File: src/rtl/rs232_pkg.sv
// rs232_pkg: shared UART constants, FSM state encoding and parity helper
package rs232_pkg;
  localparam int OVERSAMPLE = 16;
  localparam int TICK_W = $clog2(OVERSAMPLE);
  localparam int PAR_NONE = 0;
  localparam int PAR_EVEN = 1;
  localparam int PAR_ODD = 2;
  typedef enum logic [2:0] {S_IDLE, S_START, S_DATA, S_PARITY, S_STOP} state_t;
  function automatic logic parity_bit(input logic x, input int mode);
    return (mode == PAR_ODD) ? ~x : (mode == PAR_EVEN) ? x : 1'b0;
  endfunction
endpackage

File: src/rtl/rs232_bit_timer.sv
// rs232_bit_timer: oversample tick counter with clear and terminal-count output
//   i_clk   : 16x baud clock
//   i_rst_n : synchronous active-low reset
//   i_clr   : synchronous clear to tick 0
//   o_tick  : current tick within the bit (0..OVERSAMPLE-1)
//   o_tc    : high on the last tick of the bit
module rs232_bit_timer
  import rs232_pkg::*;
(
  input  logic              i_clk,
  input  logic              i_rst_n,
  input  logic              i_clr,
  output logic [TICK_W-1:0] o_tick,
  output logic              o_tc
);
  logic [TICK_W-1:0] r_tick;
  always_ff @(posedge i_clk)
    r_tick <= (!i_rst_n || i_clr) ? '0 : r_tick + TICK_W'(1);
  assign o_tick = r_tick;
  assign o_tc = r_tick == TICK_W'(OVERSAMPLE - 1);
endmodule

File: src/rtl/rs232_txd.sv
// rs232_txd: UART transmitter with one-entry holding register, 16x oversampled
//   Clock16x : 16x baud clock, all logic on rising edge
//   Reset    : synchronous active-low reset
//   DataIn   : word to send, captured when Send && Ready
//   Send     : transmit request
//   Ready    : holding register empty
//   Busy     : frame in progress on Txd
//   Done     : one-cycle pulse on the last cycle of the final stop bit
//   Txd      : registered serial output, idle high
module rs232_txd
  import rs232_pkg::*;
#(
  parameter int DATA_BITS = 8,
  parameter int PARITY    = 0,
  parameter int STOP_BITS = 1
) (
  input  logic                 Clock16x,
  input  logic                 Reset,
  input  logic [DATA_BITS-1:0] DataIn,
  input  logic                 Send,
  output logic                 Ready,
  output logic                 Busy,
  output logic                 Done,
  output logic                 Txd
);
  localparam logic [2:0] LAST_DATA = 3'(DATA_BITS - 1);
  localparam logic [2:0] LAST_STOP = 3'(STOP_BITS - 1);
  state_t               r_state;
  logic [DATA_BITS-1:0] r_hold;
  logic [DATA_BITS-1:0] r_shift;
  logic [2:0]           r_bit_cnt;
  logic                 r_full;
  logic                 r_par;
  logic                 r_txd;
  logic                 r_busy;
  logic                 r_done;
  logic [TICK_W-1:0]    w_tick;
  logic                 w_tc;
  logic                 w_accept;
  logic                 w_end;
  logic                 w_load;
  logic                 w_last_stop;
  assign w_accept = Send & ~r_full;
  assign w_last_stop = (r_state == S_STOP) & (r_bit_cnt == LAST_STOP);
  assign w_end = w_last_stop & w_tc;
  // the shifter reloads either from idle or straight out of the final stop bit
  assign w_load = r_full & ((r_state == S_IDLE) | w_end);
  rs232_bit_timer u_timer (
    .i_clk  (Clock16x),
    .i_rst_n(Reset),
    .i_clr  (w_load | (r_state == S_IDLE)),
    .o_tick (w_tick),
    .o_tc   (w_tc)
  );
  always_ff @(posedge Clock16x)
    if (!Reset) begin
      r_state   <= S_IDLE;
      r_hold    <= '0;
      r_shift   <= '0;
      r_bit_cnt <= '0;
      r_full    <= 1'b0;
      r_par     <= 1'b0;
      r_txd     <= 1'b1;
      r_busy    <= 1'b0;
      r_done    <= 1'b0;
    end else begin
      r_full <= w_accept | (r_full & ~w_load);
      if (w_accept) r_hold <= DataIn;
      // registered a cycle early so the pulse lands on the last stop tick
      r_done <= w_last_stop & (w_tick == TICK_W'(OVERSAMPLE - 2));
      if (w_load) begin
        r_state   <= S_START;
        r_shift   <= r_hold;
        r_par     <= parity_bit(^r_hold, PARITY);
        r_txd     <= 1'b0;
        r_busy    <= 1'b1;
        r_bit_cnt <= '0;
      end else if (w_tc)
        case (r_state)
          S_START: begin
            r_state   <= S_DATA;
            r_txd     <= r_shift[0];
            r_bit_cnt <= '0;
          end
          S_DATA:
            if (r_bit_cnt == LAST_DATA) begin
              r_state   <= (PARITY != PAR_NONE) ? S_PARITY : S_STOP;
              r_txd     <= (PARITY != PAR_NONE) ? r_par : 1'b1;
              r_bit_cnt <= '0;
            end else begin
              r_shift   <= r_shift >> 1;
              r_txd     <= r_shift[1];
              r_bit_cnt <= r_bit_cnt + 3'd1;
            end
          S_PARITY: begin
            r_state <= S_STOP;
            r_txd   <= 1'b1;
          end
          S_STOP:
            if (r_bit_cnt == LAST_STOP) begin
              r_state <= S_IDLE;
              r_busy  <= 1'b0;
            end else r_bit_cnt <= r_bit_cnt + 3'd1;
          default: r_state <= S_IDLE;
        endcase
    end
  assign Ready = ~r_full;
  assign Busy  = r_busy;
  assign Done  = r_done;
  assign Txd   = r_txd;
endmodule
File: config.mk
export PLATFORM = sky130hd
export DESIGN_NAME = rs232_txd
export DESIGN_NICKNAME = d
export VERILOG_FILES = /design/src/rtl/rs232_pkg.sv /design/src/rtl/rs232_bit_timer.sv /design/src/rtl/rs232_txd.sv
export SDC_FILE = /design/constraint.sdc
export NUM_CORES = 1
export LEC_CHECK = 0
export CAP_MARGIN = 40
export CORE_MARGIN = 2
export CORE_UTILIZATION = 54
export DETAILED_ROUTE_END_ITERATION = 7
export PLACE_DENSITY = 0.77
export SLEW_MARGIN = 20
export SYNTH_ARGS = -nofsm -noshare
export SYNTH_HDL_FRONTEND = slang
export SYNTH_SLANG_ARGS = --single-unit
File: constraint.sdc
create_clock -name Clock16x -period 2.3 [get_ports Clock16x]
set_input_delay 0.345 -clock Clock16x [delete_from_list [all_inputs] [get_ports Clock16x]]
set_output_delay 0.345 -clock Clock16x [all_outputs]
set_load 0.05 [all_outputs]
---- Word-level counts from Yosys, hierarchy flattened ----
Index checks and enable logic that the tools add are counted.
operators by class
  $lt $le $gt $ge ......................... 0
  divide/modulo/power cells ............... 0
  equality and inequality tests ........... 13
  bitwise logic cells ..................... 12
  shift operators ......................... 0
  $mul .................................... 0
  add/subtract/negate cells ............... 2
  multiplexer cells ....................... 20
  reduce and logical (&&, ||, !) cells .... 17
operators with widths
  kind                                                                     count
  8-bit two-way mux                                                        4
  3-bit AND reduction                                                      5
  3-bit two-way mux                                                        4
  3-bit one-hot mux with 4 select lines                                    1
  1-bit two-way mux                                                        9
  3-bit one-hot mux with 3 select lines                                    1
  4-bit == test, second input constant                                     2
  2-bit nonzero test                                                       4
  1-bit bitwise AND                                                        6
  3-bit by 2-bit == test with 1-bit output, second input constant          2
  3-bit == test, second input constant                                     2
  3-bit logical NOT                                                        2
  2-bit inequality test, second input constant                             3
  4-bit by 1-bit adder with 4-bit output, second input constant            1
  4-bit nonzero test                                                       1
  3-bit by 1-bit adder with 3-bit output, second input constant            1
  3-bit by 1-bit == test with 1-bit output, second input constant          1
  3-bit by 2-bit inequality test with 1-bit output, second input constant  1
  3-bit inequality test, second input constant                             1
  1-bit NOT                                                                3
  1-bit bitwise OR                                                         3
  1-bit one-hot mux with 3 select lines                                    1
  3-bit nonzero test                                                       1
  2-bit by 1-bit inequality test with 1-bit output, second input constant  1
  other kinds (4)                                                          4
storage, ports and cells
  bits in writable memories ............... 0
  flip-flop bits (word level) ............. 30
  input bits .............................. 11
  ROM bits ................................ 0
  memories kept ........................... 0
  bits in latches ......................... 0
  word-level logic and storage cells ...... 74

---- Longest topological paths before layout ----
  depth after elaboration ................. 8
  depth in mapped cells ................... 8
  depth with buffers taken out ............ 6

---- Cells and area by module ----
From an unflattened synthesis, not the netlist that was laid out.
unflattened totals
  cells, all modules ...................... 152
  area total of the unflattened synthesis .. 1388.8 µm²
modules (own cells, without submodules)
  module           times used  cells each  sequential area each (µm²)  area each (µm²)
  rs232_txd        1           136         520.5                       1226.2
  rs232_bit_timer  1           16          80.1                        162.7

---- Worst setup path after synthesis ----
No wires, ideal clock.
  path kind ............................... register to register
  start point ............................. reg r_bit_cnt[0]
  end point ............................... reg r_shift[6]
  slack ................................... 0.392 ns
  library setup time ...................... 0.132 ns
  buffers on the path ..................... 1
  arrival time ............................ 1.776 ns
  data required time ...................... 2.168 ns
  stages on the path, launching flop included .. 8
  cell sequence ........................... dfxtp_1 > ha_1 > ha_1 > or4b_4 > or2_2 > clkbuf_1 > nand3_1 > a21oi_1
between the ends
  word-level cells in the longest chain between the ends .. 7
  elaborated cells on any way between the ends .. 11
RTL lines
  element                                                                       line              source
  start, declared                                                               rs232_txd.sv:31   logic [2:0] r_bit_cnt;
  start signal, assigned                                                        rs232_txd.sv:93   r_bit_cnt <= r_bit_cnt + 3'd1;
  start signal, assigned                                                        rs232_txd.sv:103  end else r_bit_cnt <= r_bit_cnt + 3'd1;
  3-bit logical NOT                                                             rs232_txd.sv:44   assign w_last_stop = (r_state == S_STOP) & (r_bit_cnt == LAST_STOP);
  1-bit bitwise AND                                                             rs232_txd.sv:44
  1-bit bitwise AND                                                             rs232_txd.sv:45   assign w_end = w_last_stop & w_tc;
  1-bit bitwise OR                                                              rs232_txd.sv:47   assign w_load = r_full & ((r_state == S_IDLE) | w_end);
  1-bit bitwise AND                                                             rs232_txd.sv:47
  2-bit inequality test (no line) / 2-bit nonzero test (equally long branches)  -
  3-bit AND reduction (no line)                                                 -
  end signal, assigned                                                          rs232_txd.sv:73   r_shift <= r_hold;
  end signal, assigned                                                          rs232_txd.sv:91   r_shift <= r_shift >> 1;
  end, declared                                                                 rs232_txd.sv:30   logic [DATA_BITS-1:0] r_shift;
Several ways; a longest one is shown, not always the timed one.
A chain may end at the register's enable or synchronous reset.

---- Worst setup path in the final report ----
  start point ............................. reg r_bit_cnt[0]
  end point ............................... reg r_bit_cnt[0]
between the ends
  word-level cells in the longest chain between the ends .. 6
  elaborated cells on any way between the ends .. 13
RTL lines
  element
  branches (longest 6 deep; another with 3-bit by 1-bit adder with 3-bit output)
Several ways; the timed one is not identified. The select of a mux whose other input is x is not followed.

==> reports/results.ini <==
[power_and_ir_drop]
power_density_nw_per_um2=646
p_leak_nw=0.596
vdd_ir_drop_max_mv=0.503
finalPower_mw=1.03

[sta]
fin_ws_ns=0.268
finalMaxSlewViolations=0
relSlewSlack_pct=61.2
post-route-period-util_pct=88.4
timing.final.hold_violations=0
max_freq_mhz=492
finalSetupViolCount=0
worst_slew_pin_slew_ns=0.578
fin_crit_ns=2.03
rsz0062_at_grt=false
clock_skew_ns=0.00880
setup_tns_ns=0

[placed_design]
dp_worst_setup_slack_ns=0.286
place.gp.congestion=0.803
dpl-instance-area_um2=1540
dp_hpwl_mm=2.02
io_buffers=14

[critical_path]
arrival_ns=2.29
critPathMaxStageDelay_ns=0.52
path_buf_inv=0
cp_max_fo=4
cpMostUsedCell=ha_1
slowest_stage=or4b_4
crit_family=simple AND/OR/NAND/NOR gates
crit_required_ns=2.56
crit_chain=ha_1, ha_1, or4b_4, o21ai_2, or4b_1, a21oi_1
start_kind=flop
criticalPathCategory=flop to flop
end_kind=flop

[yosys]
ys_seq_area_share_pct=44.3
synth.net_count=176
synth_adder_area_share_pct=4.61
syn_inst=160
synth_cell_type_count=35
synth_simple_gate_area_share_pct=23.3
muxShareOfSynthArea_pct=4.43
synth_xor_area_share_pct=1.94
ys_ff_latch=30
synth_area_um2=1360
synth_top_family_by_area=simple AND/OR/NAND/NOR gates
postSynthAreaPerCell_um2=8.48
ys.warnings.count=0
synth_compound_area_share_pct=16.8

[route]
drc=0
wl_mm=2.79
first_pass_iters=4
drt_iter0_drc=22
wl_per_cell_um=13.3
viasPerCell=5.59
drtAntennaViolNets=0
num_vias=1169

[clock_tree]
cts_sinks=30
insertion_delay_ns=0.34
ctsLongestPathBuffers=2
cts_tree=yes
post-cts-setup-buffer-count=0
post_cts_resize_count=0
cts_max_level=2
postCtsHoldBufs=0
numCtsBuffers=5
cts_root_buffer=clkbuf_4
cts.clk_slew.worst_paths_ns=0.09

[global_route]
grt_pass1_vias=1106
grt_start_max_net_pins=21
grtUsageTotal_pct=22.6
grt_first_pass_wirelength_mm=4.60
grt_overflow=0
antenna_found_initial=0

[flow_run]
max-cap-violations=0

[die]
die_height_um=54.1
io_pins=15
die-area_um2=2930
core_area_um2=2430
start_util_pct=55.8
die_x_um=54.1
rows=18

[final_layout]
fin_area_um2=1600
finalCoreUtilization_pct=65.6
num-nets-final=194
area_growth_pct=17.6
drive_gt1_share_pct=8.94
n_antenna_cell=0

[min_path]
hp-class=flop to flop

[run_status]
status=finished clean

==> per-stage QoR <==
step,instances,hold WS [ns]
detailed placement,201,0.461
global route,209,0.500
CTS,209,0.477
global placement,201,0.444
floorplan,160,0.430
finish,209,0.474
==> power by group <==
part | internal [mW] | total, mW | switching, mW
combinational | 0.0615 | 0.132 | 0.0708
clock | 0.148 | 0.330 | 0.182
sequential | 0.547 | 0.568 | 0.0211
total | 0.757 | 1.03 | 0.274
==> cells in the mapped netlist (all sizes together) <==
master   instances  area (um2)
nor4b            1        8.76
nor3             2        10.0
and2             1        6.26
nor2            20        75.1
nor4bb           1        10.0
nand2b           2        12.5
nor2b            4        25.0
mux2i            6        60.1
dfxtp           30         601
nand4bb          1        11.3
nand2           14        52.6
o21ai           14        73.8
ha               5        62.6
or2              2        12.5
a31oi            7        43.8
a21oi           11        55.1
o211ai           1        7.51
nand3            7        35.0
buf              5        25.0
clkbuf           3        11.3
a21o             1        7.51
nor4             1        6.26
a211oi           1        7.51
xnor2            1        8.76
nand3b           2        15.0
inv              7        26.3
or3              2        12.5
o22ai            1        6.26
xor2             2        17.5
o311a            1        10.0
o31ai            1        7.51
or4b             2        23.8
a2bb2oi          1        8.76
==> final timing paths <==
path / startpoint / endpoint / slack [ns] / cells past startpoint
min reg2reg: r_shift[5] / r_shift[4] / 0.47 / 2
max: r_bit_cnt[0] / r_bit_cnt[0] / 0.27 / 6
max reg2reg: r_bit_cnt[0] / r_bit_cnt[0] / 0.27 / 6
min: r_shift[5] / r_shift[4] / 0.47 / 2
==> kinds of logic (layout without fill, tap and decap cells) <==
logic type / Yosys count / in the layout
AO/OA/AOI/OAI: 39 / 39
XOR/XNOR: 3 / 3
adder cells (fa/ha/maj): 5 / 5
buffers and inverters: 15 / 34
flip-flops: 30 / 30
multiplexers: 6 / 6
AND/OR/NAND/NOR: 62 / 62
==> area by class of cell <==
class                           instances  area, um2
Clock buffer                            7       55.1
Inverter                                7       26.3
Multi-Input combinational cell        115        693
Fill cell                             219        837
Timing Repair Buffer                   19        178
Sequential cell                        30        601
Tap cell                               30       37.5
Clock inverter                          1       5.00
==> placed cells by master (no fill, tap or decap), types with 2 or more instances in the layout <==
cell type	instances
nor3_1	2
clkdlybuf4s50_1	14
nand2b_1	2
buf_4	5
nand2_1	14
mux2i_1	6
a21oi_1	11
inv_1	7
nand3_1	7
nand3b_1	2
clkbuf_4	5
xor2_1	2
o21ai_0	13
ha_1	5
or2_2	2
dfxtp_1	30
nor2b_1	4
a31oi_1	7
nor2_1	20
or3_1	2
==> registers in the layout, indices dropped and copies added (netlist names) <==
register,count
u_timer.o_tick,4
Txd,1
r_full,1
r_hold,8
r_bit_cnt,3
Busy,1
Done,1
r_state,3
r_shift,8
==> worst reg2reg max path: stages (launching register included) <==
cell and delay, ns:
dfxtp_1 0.34, ha_1 0.20, ha_1 0.21, or4b_4 0.52, o21ai_2 0.08, or4b_1 0.46
a21oi_1 0.16
==> routing by layer <==
metal / part of all wire, % / vias up / track usage [%] / routed length [um]
li1: - / 593 / - / -
met1: 43 / 544 / 25.7 / 1210
met2: 49 / 24 / 35.8 / 1370
met3: 4.2 / 8 / 8.89 / 116
met4: 3.3 / 0 / 12.9 / 91
met5: 0 / - / 0 / 0
No activity file was read; power rests on OpenSTA's default activity.
